--- config.mk ---
export PLATFORM = sky130hd
export DESIGN_NAME = multicycle_sequencer_flat
export DESIGN_NICKNAME = d
export VERILOG_FILES = /design/src/rtl/multicycle_sequencer_if.sv /design/src/rtl/multicycle_sequencer.sv /design/src/flat_wrapper.sv
export SDC_FILE = /design/constraint.sdc
export NUM_CORES = 1
export LEC_CHECK = 0
export CORE_UTILIZATION = 30
export CTS_BUF_LIST = sky130_fd_sc_hd__clkbuf_16
export DETAILED_ROUTE_END_ITERATION = 7
export HOLD_SLACK_MARGIN = 0.12
export PLACE_DENSITY = 0.5
export REMOVE_ABC_BUFFERS = 1
export SETUP_SLACK_MARGIN = 0.4
export SKIP_CTS_REPAIR_TIMING = 1
export SYNTH_ARGS = -nofsm -noshare
export SYNTH_HDL_FRONTEND = slang
export SYNTH_SLANG_ARGS = --single-unit
--- constraint.sdc ---
create_clock -name clk -period 4.5 [get_ports clk]
set_clock_uncertainty 0.05 [all_clocks]
set_input_delay 0.675 -clock clk [delete_from_list [all_inputs] [get_ports clk]]
set_output_delay 0.675 -clock clk [all_outputs]
set_load 0.02 [all_outputs]
--- src/rtl/multicycle_sequencer_if.sv ---
// Sequencer <-> datapath/memory signal bundle.
// master: sequencer side; slave: datapath, IR and memory side.
interface multicycle_sequencer_if #(
  parameter int CNT_W = 16
);
  logic [1:0]       instr_type;
  logic [4:0]       opcode;
  logic             zero_flag;
  logic             imem_ready;
  logic             dmem_ready;
  logic             imem_req;
  logic             ir_wr;
  logic             pc_wr;
  logic [1:0]       pc_src;
  logic             alu_en;
  logic             dmem_req;
  logic             dmem_we;
  logic             reg_wr_en;
  logic             illegal;
  logic [2:0]       state;
  logic [CNT_W-1:0] retired_count;

  modport master (
    input  instr_type, opcode, zero_flag,
    input  imem_ready, dmem_ready,
    output imem_req, ir_wr, pc_wr, pc_src,
    output alu_en, dmem_req, dmem_we,
    output reg_wr_en, illegal, state,
    output retired_count
  );

  modport slave (
    output instr_type, opcode, zero_flag,
    output imem_ready, dmem_ready,
    input  imem_req, ir_wr, pc_wr, pc_src,
    input  alu_en, dmem_req, dmem_we,
    input  reg_wr_en, illegal, state,
    input  retired_count
  );
endinterface

--- src/rtl/multicycle_sequencer.sv ---
// Multi-cycle FETCH/DECODE/EXEC/MEM/WB sequencer with retire counter.
// Ports: clk, reset (async, active-high), bus (master modport).
module multicycle_sequencer #(
  parameter int CNT_W = 16
) (
  input  logic                   clk,
  input  logic                   reset,
  multicycle_sequencer_if.master bus
);

  typedef enum logic [2:0] {
    FETCH  = 3'b000,
    DECODE = 3'b001,
    EXEC   = 3'b010,
    MEM    = 3'b011,
    WB     = 3'b100
  } state_t;

  localparam logic [1:0] PC_INC = 2'b00;
  localparam logic [1:0] PC_BR  = 2'b01;
  localparam logic [1:0] PC_JMP = 2'b10;

  localparam logic [1:0] T_R = 2'b00;
  localparam logic [1:0] T_I = 2'b01;
  localparam logic [1:0] T_J = 2'b10;
  localparam logic [1:0] T_S = 2'b11;

  state_t           state_q;
  state_t           state_d;
  logic [1:0]       typ_q;
  logic [4:0]       op_q;
  logic [CNT_W-1:0] cnt_q;

  logic       imem_req_c;
  logic       ir_wr_c;
  logic       pc_wr_c;
  logic [1:0] pc_src_c;
  logic       alu_en_c;
  logic       dmem_req_c;
  logic       dmem_we_c;
  logic       reg_wr_c;
  logic       illegal_c;
  logic       retire_c;

  function automatic logic is_legal(
    input logic [1:0] t,
    input logic [4:0] o
  );
    logic ok;
    ok = 1'b0;
    unique case (t)
      T_R: ok = (o < 5'd4);
      T_I: ok = (o < 5'd5);
      T_J: ok = (o < 5'd2);
      T_S: ok = (o < 5'd4);
    endcase
    return ok;
  endfunction

  // Live fields classify the instruction in DECODE;
  // latched fields drive every later state.
  logic dec_legal;
  logic dec_j;
  logic dec_jal;
  logic lat_beq;
  logic lat_lw;
  logic lat_sw;
  logic lat_jal;

  assign dec_legal = is_legal(bus.instr_type, bus.opcode);
  assign dec_j     = (bus.instr_type == T_J)
                   && (bus.opcode == 5'd0);
  assign dec_jal   = (bus.instr_type == T_J)
                   && (bus.opcode == 5'd1);
  assign lat_beq   = (typ_q == T_I) && (op_q == 5'd4);
  assign lat_lw    = (typ_q == T_I) && (op_q == 5'd2);
  assign lat_sw    = (typ_q == T_I) && (op_q == 5'd3);
  assign lat_jal   = (typ_q == T_J) && (op_q == 5'd1);

  always_ff @(posedge clk or posedge reset) begin
    if (reset) begin
      state_q <= FETCH;
      typ_q   <= '0;
      op_q    <= '0;
      cnt_q   <= '0;
    end else begin
      state_q <= state_d;
      if (state_q == DECODE) begin
        typ_q <= bus.instr_type;
        op_q  <= bus.opcode;
      end
      if (retire_c)
        cnt_q <= cnt_q + CNT_W'(1);
    end
  end

  always_comb begin
    state_d    = state_q;
    imem_req_c = 1'b0;
    ir_wr_c    = 1'b0;
    pc_wr_c    = 1'b0;
    pc_src_c   = PC_INC;
    alu_en_c   = 1'b0;
    dmem_req_c = 1'b0;
    dmem_we_c  = 1'b0;
    reg_wr_c   = 1'b0;
    illegal_c  = 1'b0;
    retire_c   = 1'b0;
    unique case (state_q)
      FETCH: begin
        imem_req_c = 1'b1;
        if (bus.imem_ready) begin
          ir_wr_c = 1'b1;
          pc_wr_c = 1'b1;
          state_d = DECODE;
        end
      end
      DECODE: begin
        if (!dec_legal) begin
          illegal_c = 1'b1;
          state_d   = FETCH;
        end else if (dec_j) begin
          pc_wr_c  = 1'b1;
          pc_src_c = PC_JMP;
          retire_c = 1'b1;
          state_d  = FETCH;
        end else if (dec_jal) begin
          state_d = WB;
        end else begin
          state_d = EXEC;
        end
      end
      EXEC: begin
        alu_en_c = 1'b1;
        if (lat_beq) begin
          // Not-taken branch leaves pc_src at PC+1.
          pc_wr_c  = bus.zero_flag;
          pc_src_c = bus.zero_flag ? PC_BR : PC_INC;
          retire_c = 1'b1;
          state_d  = FETCH;
        end else if (lat_lw || lat_sw) begin
          state_d = MEM;
        end else begin
          state_d = WB;
        end
      end
      MEM: begin
        dmem_req_c = 1'b1;
        dmem_we_c  = lat_sw;
        if (bus.dmem_ready) begin
          if (lat_sw) begin
            retire_c = 1'b1;
            state_d  = FETCH;
          end else begin
            state_d = WB;
          end
        end
      end
      WB: begin
        reg_wr_c = 1'b1;
        if (lat_jal) begin
          pc_wr_c  = 1'b1;
          pc_src_c = PC_JMP;
        end
        retire_c = 1'b1;
        state_d  = FETCH;
      end
      default: state_d = FETCH;
    endcase
  end

  // Reset state is FETCH, so strobes are masked
  // while reset is held to keep imem_req low too.
  assign bus.imem_req  = imem_req_c & ~reset;
  assign bus.ir_wr     = ir_wr_c    & ~reset;
  assign bus.pc_wr     = pc_wr_c    & ~reset;
  assign bus.pc_src    = reset ? PC_INC : pc_src_c;
  assign bus.alu_en    = alu_en_c   & ~reset;
  assign bus.dmem_req  = dmem_req_c & ~reset;
  assign bus.dmem_we   = dmem_we_c  & ~reset;
  assign bus.reg_wr_en = reg_wr_c   & ~reset;
  assign bus.illegal   = illegal_c  & ~reset;
  assign bus.state     = state_q;
  assign bus.retired_count = cnt_q;

endmodule
--- src/flat_wrapper.sv ---
// flat-port wrapper written by rule: the top's interface ports become plain ports
module multicycle_sequencer_flat 
#(
  parameter int CNT_W = 16
)
  (clk, reset, bus_instr_type, bus_opcode, bus_zero_flag, bus_imem_ready, bus_dmem_ready, bus_imem_req, bus_ir_wr, bus_pc_wr, bus_pc_src, bus_alu_en, bus_dmem_req, bus_dmem_we, bus_reg_wr_en, bus_illegal, bus_state, bus_retired_count);
  multicycle_sequencer_if #(.CNT_W(CNT_W)) bus_i ();
  input  logic clk;
  input  logic reset;
  input wire logic [$bits(bus_i.instr_type)-1:0] bus_instr_type;
  input wire logic [$bits(bus_i.opcode)-1:0] bus_opcode;
  input wire logic [$bits(bus_i.zero_flag)-1:0] bus_zero_flag;
  input wire logic [$bits(bus_i.imem_ready)-1:0] bus_imem_ready;
  input wire logic [$bits(bus_i.dmem_ready)-1:0] bus_dmem_ready;
  output wire logic [$bits(bus_i.imem_req)-1:0] bus_imem_req;
  output wire logic [$bits(bus_i.ir_wr)-1:0] bus_ir_wr;
  output wire logic [$bits(bus_i.pc_wr)-1:0] bus_pc_wr;
  output wire logic [$bits(bus_i.pc_src)-1:0] bus_pc_src;
  output wire logic [$bits(bus_i.alu_en)-1:0] bus_alu_en;
  output wire logic [$bits(bus_i.dmem_req)-1:0] bus_dmem_req;
  output wire logic [$bits(bus_i.dmem_we)-1:0] bus_dmem_we;
  output wire logic [$bits(bus_i.reg_wr_en)-1:0] bus_reg_wr_en;
  output wire logic [$bits(bus_i.illegal)-1:0] bus_illegal;
  output wire logic [$bits(bus_i.state)-1:0] bus_state;
  output wire logic [$bits(bus_i.retired_count)-1:0] bus_retired_count;
  assign bus_i.instr_type = bus_instr_type;
  assign bus_i.opcode = bus_opcode;
  assign bus_i.zero_flag = bus_zero_flag;
  assign bus_i.imem_ready = bus_imem_ready;
  assign bus_i.dmem_ready = bus_dmem_ready;
  assign bus_imem_req = bus_i.imem_req;
  assign bus_ir_wr = bus_i.ir_wr;
  assign bus_pc_wr = bus_i.pc_wr;
  assign bus_pc_src = bus_i.pc_src;
  assign bus_alu_en = bus_i.alu_en;
  assign bus_dmem_req = bus_i.dmem_req;
  assign bus_dmem_we = bus_i.dmem_we;
  assign bus_reg_wr_en = bus_i.reg_wr_en;
  assign bus_illegal = bus_i.illegal;
  assign bus_state = bus_i.state;
  assign bus_retired_count = bus_i.retired_count;
  multicycle_sequencer #(.CNT_W(CNT_W)) u_core (.clk(clk), .reset(reset), .bus(bus_i));
endmodule
[Word-level counts from Yosys, hierarchy flattened]
Index checks and enable logic that the tools add are counted.
Storage, ports and cells
  register bits: 26
  input bits: 12
Cells by class
  $add $sub $neg: 1
  magnitude comparators: 3
  equal/unequal tests: 16
  multiplexer cells: 35
  bitwise operators: 9
  reduce and logical (&&, ||, !) cells: 12
Operators by type and width (number)
  $mux W3: 8
  $mux W1: 17
  $add A16 B1 Y16 const B: 1
  $pmux W3 S4: 1
  $eq A5 B1 Y1 const B: 2
  $eq A5 B2 Y1 const B: 2
  $lt A5 B3 Y1 const B: 2
  $mux W2: 5
  $and A1 B1 Y1: 8
  $pmux W1 S4: 2
  $eq A2 B2 Y1 const B: 3
  $eq A3 B2 Y1 const B: 2
  $logic_and A1 B1 Y1: 6
  $pmux W2 S3: 1
  $eq A5 B3 Y1 const B: 1
  $logic_not A5 Y1: 1
  $lt A5 B2 Y1 const B: 1
  $eq A2 B1 Y1 const B: 2
  $ne A2 B2 Y1 const B: 2
  $eq A3 B1 Y1 const B: 1
  $eq A3 B3 Y1 const B: 1
  $logic_not A3 Y1: 1
  $pmux W1 S3: 1
  $logic_not A2 Y1: 1
  other kinds (4): 4

[Logic depth before layout (Yosys ltp)]
  word-level depth: 6
  gate-level depth with buffers: 7

[Least setup slack after synthesis]
No wires, ideal clock.
  path type: input-to-output
  start: input port bus_instr_type[0]
  end: output port bus_pc_src[1]
  arrival time: 2.316 ns
  slack: 1.459 ns
  cell stages on the path: 6
  buffers on the path: 0
  path through: inv_1 ha_1 or4b_1 nor4_4 a41oi_1 nor3_1
On the way
  cells in the longest elaborated chain, start to end: 6
  elaborated cells between the ends (all ways): 11
  classes of those cells: eq/ne (3); mux (5); reduce/logical (3)
Ends and longest elaborated chain
  start, declared: RTL line flat_wrapper.sv:10  | input wire logic [$bits(bus_i.instr_type)-1:0] bus_instr_type;
  $eq A2 B2 Y1 (tied with other cells): RTL line multicycle_sequencer.sv:51  | unique case (t)
  $reduce_or A2 Y1 (no source line) / $logic_and A1 B1 Y1 (equally long branches)
  $pmux W1 S3 / $mux W2 (equally long branches): RTL line multicycle_sequencer.sv:51, multicycle_sequencer.sv:122
  $mux W2 *: RTL line multicycle_sequencer.sv:119  | if (!dec_legal) begin
  $pmux W2 S3 *: RTL line multicycle_sequencer.sv:109  | unique case (state_q)
  $mux W2 *: RTL line multicycle_sequencer.sv:177  | assign bus.pc_src = reset ? PC_INC : pc_src_c;
  end, declared: RTL line flat_wrapper.sv:18  | output wire logic [$bits(bus_i.pc_src)-1:0] bus_pc_src;
Mark *: on every way between the ends. The rest lies on a longest branch, timed or not.

[Worst setup path in the final report]
Same ends and word-level chain as after synthesis.

==> flow_summary_export.csv <==
group,metric,value,unit
floorplanning,die_w,73.3,um
floorplanning,std_cell_rows,25,
global_routing,grt_use_met3,2.88,%
worst_setup_path,critical-path-max-stage-delay,0.63,ns
final_layout,antenna_cells,0,
worst_setup_path,reg2reg_from,"u_core.bus.state[0]$_DFFE_PP0P_",
worst_setup_path,crit_start,"bus_instr_type[0]",
worst_setup_path,cp_max_fo,3,
routing,wl_per_cell,14.0,um
placed_design,place_ws,0.566,ns
synth,yosys.area_share.xor_xnor,9.18,%
hold_path,min-delay-path-class,"reg2reg",
sta,rsz0062_at_grt,"false",
worst_setup_path,reg2reg_to,"u_core.bus.retired_count[8]$_DFFE_PP0P_",
worst_setup_path,r2r_cells,5,
sta,finalCritPeriodShare,87.3,%
global_routing,grtUsageTotal,15.6,%
synth,synth_fa_ha_area_share,2.46,%
floorplanning,pin_count,41,
synth,syn_area_per_cell,9.72,sq um
floorplanning,coreArea,4820,sq um
final_layout,final_common_cell,"clkdlybuf4s50_1",
sta,setup-violations-final,0,
final_layout,instances_no_fill,265,
synth,synth_top_family_by_area,"simple AND/OR/NAND/NOR gates",
run_status,run_status,"finished, final reports clean",
sta,fin_crit,3.93,ns
synth,synth_compound_area_share,7.62,%
synth,synth_area_leaders,"dfrtp_1 (43%), nand2_1 (6.1%), xnor2_1 (4.6%), xor2_1 (4.6%), nor2_1 (3.9%)",
synth,ys_seq_area_share,42.6,%
routing,via_per_inst,4.94,
synth,async_flop_share,100,%
clock_tree,ctsHtreeMaxLevel,1,
worst_setup_path,crit_arrival,3.21,ns
worst_setup_path,critical-path-slowest-cell,"clkdlybuf4s50_1",
sta,setup_ws,0.569,ns
final_layout,synthToLayoutAreaGrowth,38.1,%
worst_setup_path,critPathRequiredTime,3.77,ns
worst_setup_path,cp.depth,8,
global_routing,grt_util_met2,23.5,%
placed_design,placed_cell_area,2000,sq um
routing,first_pass_iters,4,
sta,setup_tns,0,ns
synth,yosys.area_share.simple,34.8,%
synth,synth.top_cell.area_share,42.6,%
global_routing,grt_util_met1,22.7,%
final_layout,final_cell_mix,"clkdlybuf4s50_1 (40), dfrtp_1 (26), nand2_1 (25)",
synth,syn-cell-area,1530,sq um
routing,ant_nets,0,
synth,ys.warnings.count,0,
floorplanning,start_util,31.7,%
worst_setup_path,worstSetupEndpoint,"bus_pc_src[1]",
synth,ys.flop_type,"dfrtp_1",
synth,synth_top_area_cell,"dfrtp_1",
worst_setup_path,critPathTopFamily,"buffers and inverters",
final_layout,drive_above_1_share,8.08,%
global_routing,grt_busiest_layer,"met2",
synth,yosys_register_bits,26,
placed_design,io_buffers,40,
worst_setup_path,critPathLaunchType,"primary input",
synth,synth_edf_count,0,
floorplanning,die_area,5380,sq um
final_layout,fillers,494,
global_routing,grt_pass1_vias,1267,
global_routing,grt_max_degree,17,
clock_tree,clk_latency,0.26,ns
clock_tree,cts.sinks,26,
worst_setup_path,crit_buf_inv,3,
sta,drv_slew,0,
synth,synthCells,157,
sta,max_slew_margin,54.1,%
worst_setup_path,endpoint_kind,"primary output",
clock_tree,cts-buffers-inserted,3,
worst_setup_path,r2r_slack,2.12,ns
power,p_per_area,346,nW/um^2
routing,drt-initial-drc-count,42,
synth,yosysUniqueCellTypes,38,
placed_design,dp_cells,261,
global_routing,grt_pass1_wl,6.49,mm
sta,finalHoldViolCount,0,
synth,synthMuxAreaShare,1.31,%
run,cap_violations,0,
sta,timing.fmax,0.254,GHz
final_layout,fin_nets,214,
placed_design,place_hpwl,2.83,mm
worst_setup_path,path_cells,"clkdlybuf4s50_1 -> inv_1 -> ha_1 -> or4b_1 -> nor4_4 -> a41oi_1 -> nor3_1 -> clkdlybuf4s50_1",
global_routing,grt_antenna_before_repair,0,
final_layout,final_area,2110,sq um
sta,tightest_slew,0.688,ns
clock_tree,cts_tree,"done",
clock_tree,clk_pin_slew,0.06,ns
floorplanning,die_y,73.3,um
power,p_leak,0.889,nW
clock_tree,cts_root_buffer,"clkbuf_16",
global_routing,overflow,0,
routing,drc,0,
routing,vias,1309,
routing,drt_wl_total,3.72,mm
worst_setup_path,path_class,"in2out",
placed_design,gp_congestion,0.771,
clock_tree,clockBufferDepth,2,
worst_setup_path,critical_path.most_common_cell,"clkdlybuf4s50_1",
power,vdd_drop_max,246,uV
[through the flow]
stage	power [mW]	util (%)	hold WS, ns
finish	0.730	43.8	0.421
global route	0.777	43.8	0.437
CTS	0.740	43.8	0.425
detailed placement	0.477	41.6	0.416
global placement	0.473	41.6	0.405
floorplan	0.400	-	0.432
[layout make-up]
class	count	area (sq um)	area share (%)
Multi-Input combinational cell	123	846	40.1
Clock buffer	3	75.1	3.56
Sequential cell	26	651	30.9
Clock inverter	1	30.0	1.42
Inverter	4	15.0	0.712
Timing Repair Buffer	41	408	19.3
Tap cell	67	83.8	3.98
[sequential cells by signal, summed over array words and instances, names as in the netlist]
signal and count:
u_core.bus.state 3, u_core.bus.retired_count 16, u_core.op_q 5, u_core.typ_q 2
[layer usage]
| layer | part of all wire [%] | up-vias |
|---|---|---|
| met5 | 0 | - |
| met2 | 44 | 35 |
| met1 | 50 | 633 |
| met3 | 4.0 | 6 |
| li1 | - | 635 |
| met4 | 1.5 | 0 |
[cell usage after synthesis (3+ instances only)]
cell type / number
nand2_1: 25
xnor2_1: 8
ha_1: 3
o21ai_0: 4
or2_2: 3
nand3_1: 3
dfrtp_1: 26
a21oi_1: 3
xor2_1: 8
inv_1: 4
nor2_1: 16
nand4_1: 5
nor3b_1: 3
nand2b_1: 4
nor3_1: 6
and3_1: 5
[worst reg2reg max path: stages, from the launching register on]
cell       delay [ns]
dfrtp_1          0.64
or3b_2           0.64
nor4_4           0.29
a2111oi_4        0.15
nor4b_2          0.35
xor2_1           0.18
[worst min-delay path by stage]
stage,start,end,slack [ns],cells after the start
6_report,u_core.bus.retired_count[15]$_DFFE_PP0P_,u_core.bus.retired_count[15]$_DFFE_PP0P_,0.42,1
5_1_grt,u_core.bus.retired_count[15]$_DFFE_PP0P_,u_core.bus.retired_count[15]$_DFFE_PP0P_,0.44,1
4_1_cts,u_core.bus.retired_count[15]$_DFFE_PP0P_,u_core.bus.retired_count[15]$_DFFE_PP0P_,0.43,1
3_5_place_dp,u_core.bus.retired_count[15]$_DFFE_PP0P_,u_core.bus.retired_count[15]$_DFFE_PP0P_,0.42,1
3_3_place_gp,u_core.bus.retired_count[15]$_DFFE_PP0P_,u_core.bus.retired_count[15]$_DFFE_PP0P_,0.41,1
2_1_floorplan,u_core.op_q[0]$_DFFE_PP0N_,u_core.op_q[0]$_DFFE_PP0N_,0.43,2
[report_power, final]
group,switching [mW],leakage (nW),internal [mW]
Sequential,0.0427,0.339,0.264
Combinational,0.0844,0.499,0.0807
Clock,0.0811,0.0511,0.177
Total,0.208,0.889,0.522
[cells by family (layout without fill, tap and decap cells)]
kind of cell | Yosys count | after routing
simple gates | 88 | 88
flops | 26 | 26
xor+xnor | 16 | 16
compound gates | 14 | 14
buf+inv | 8 | 49
fa+ha+maj | 3 | 3
mux | 2 | 2
No activity file was read; power rests on OpenSTA's default activity.
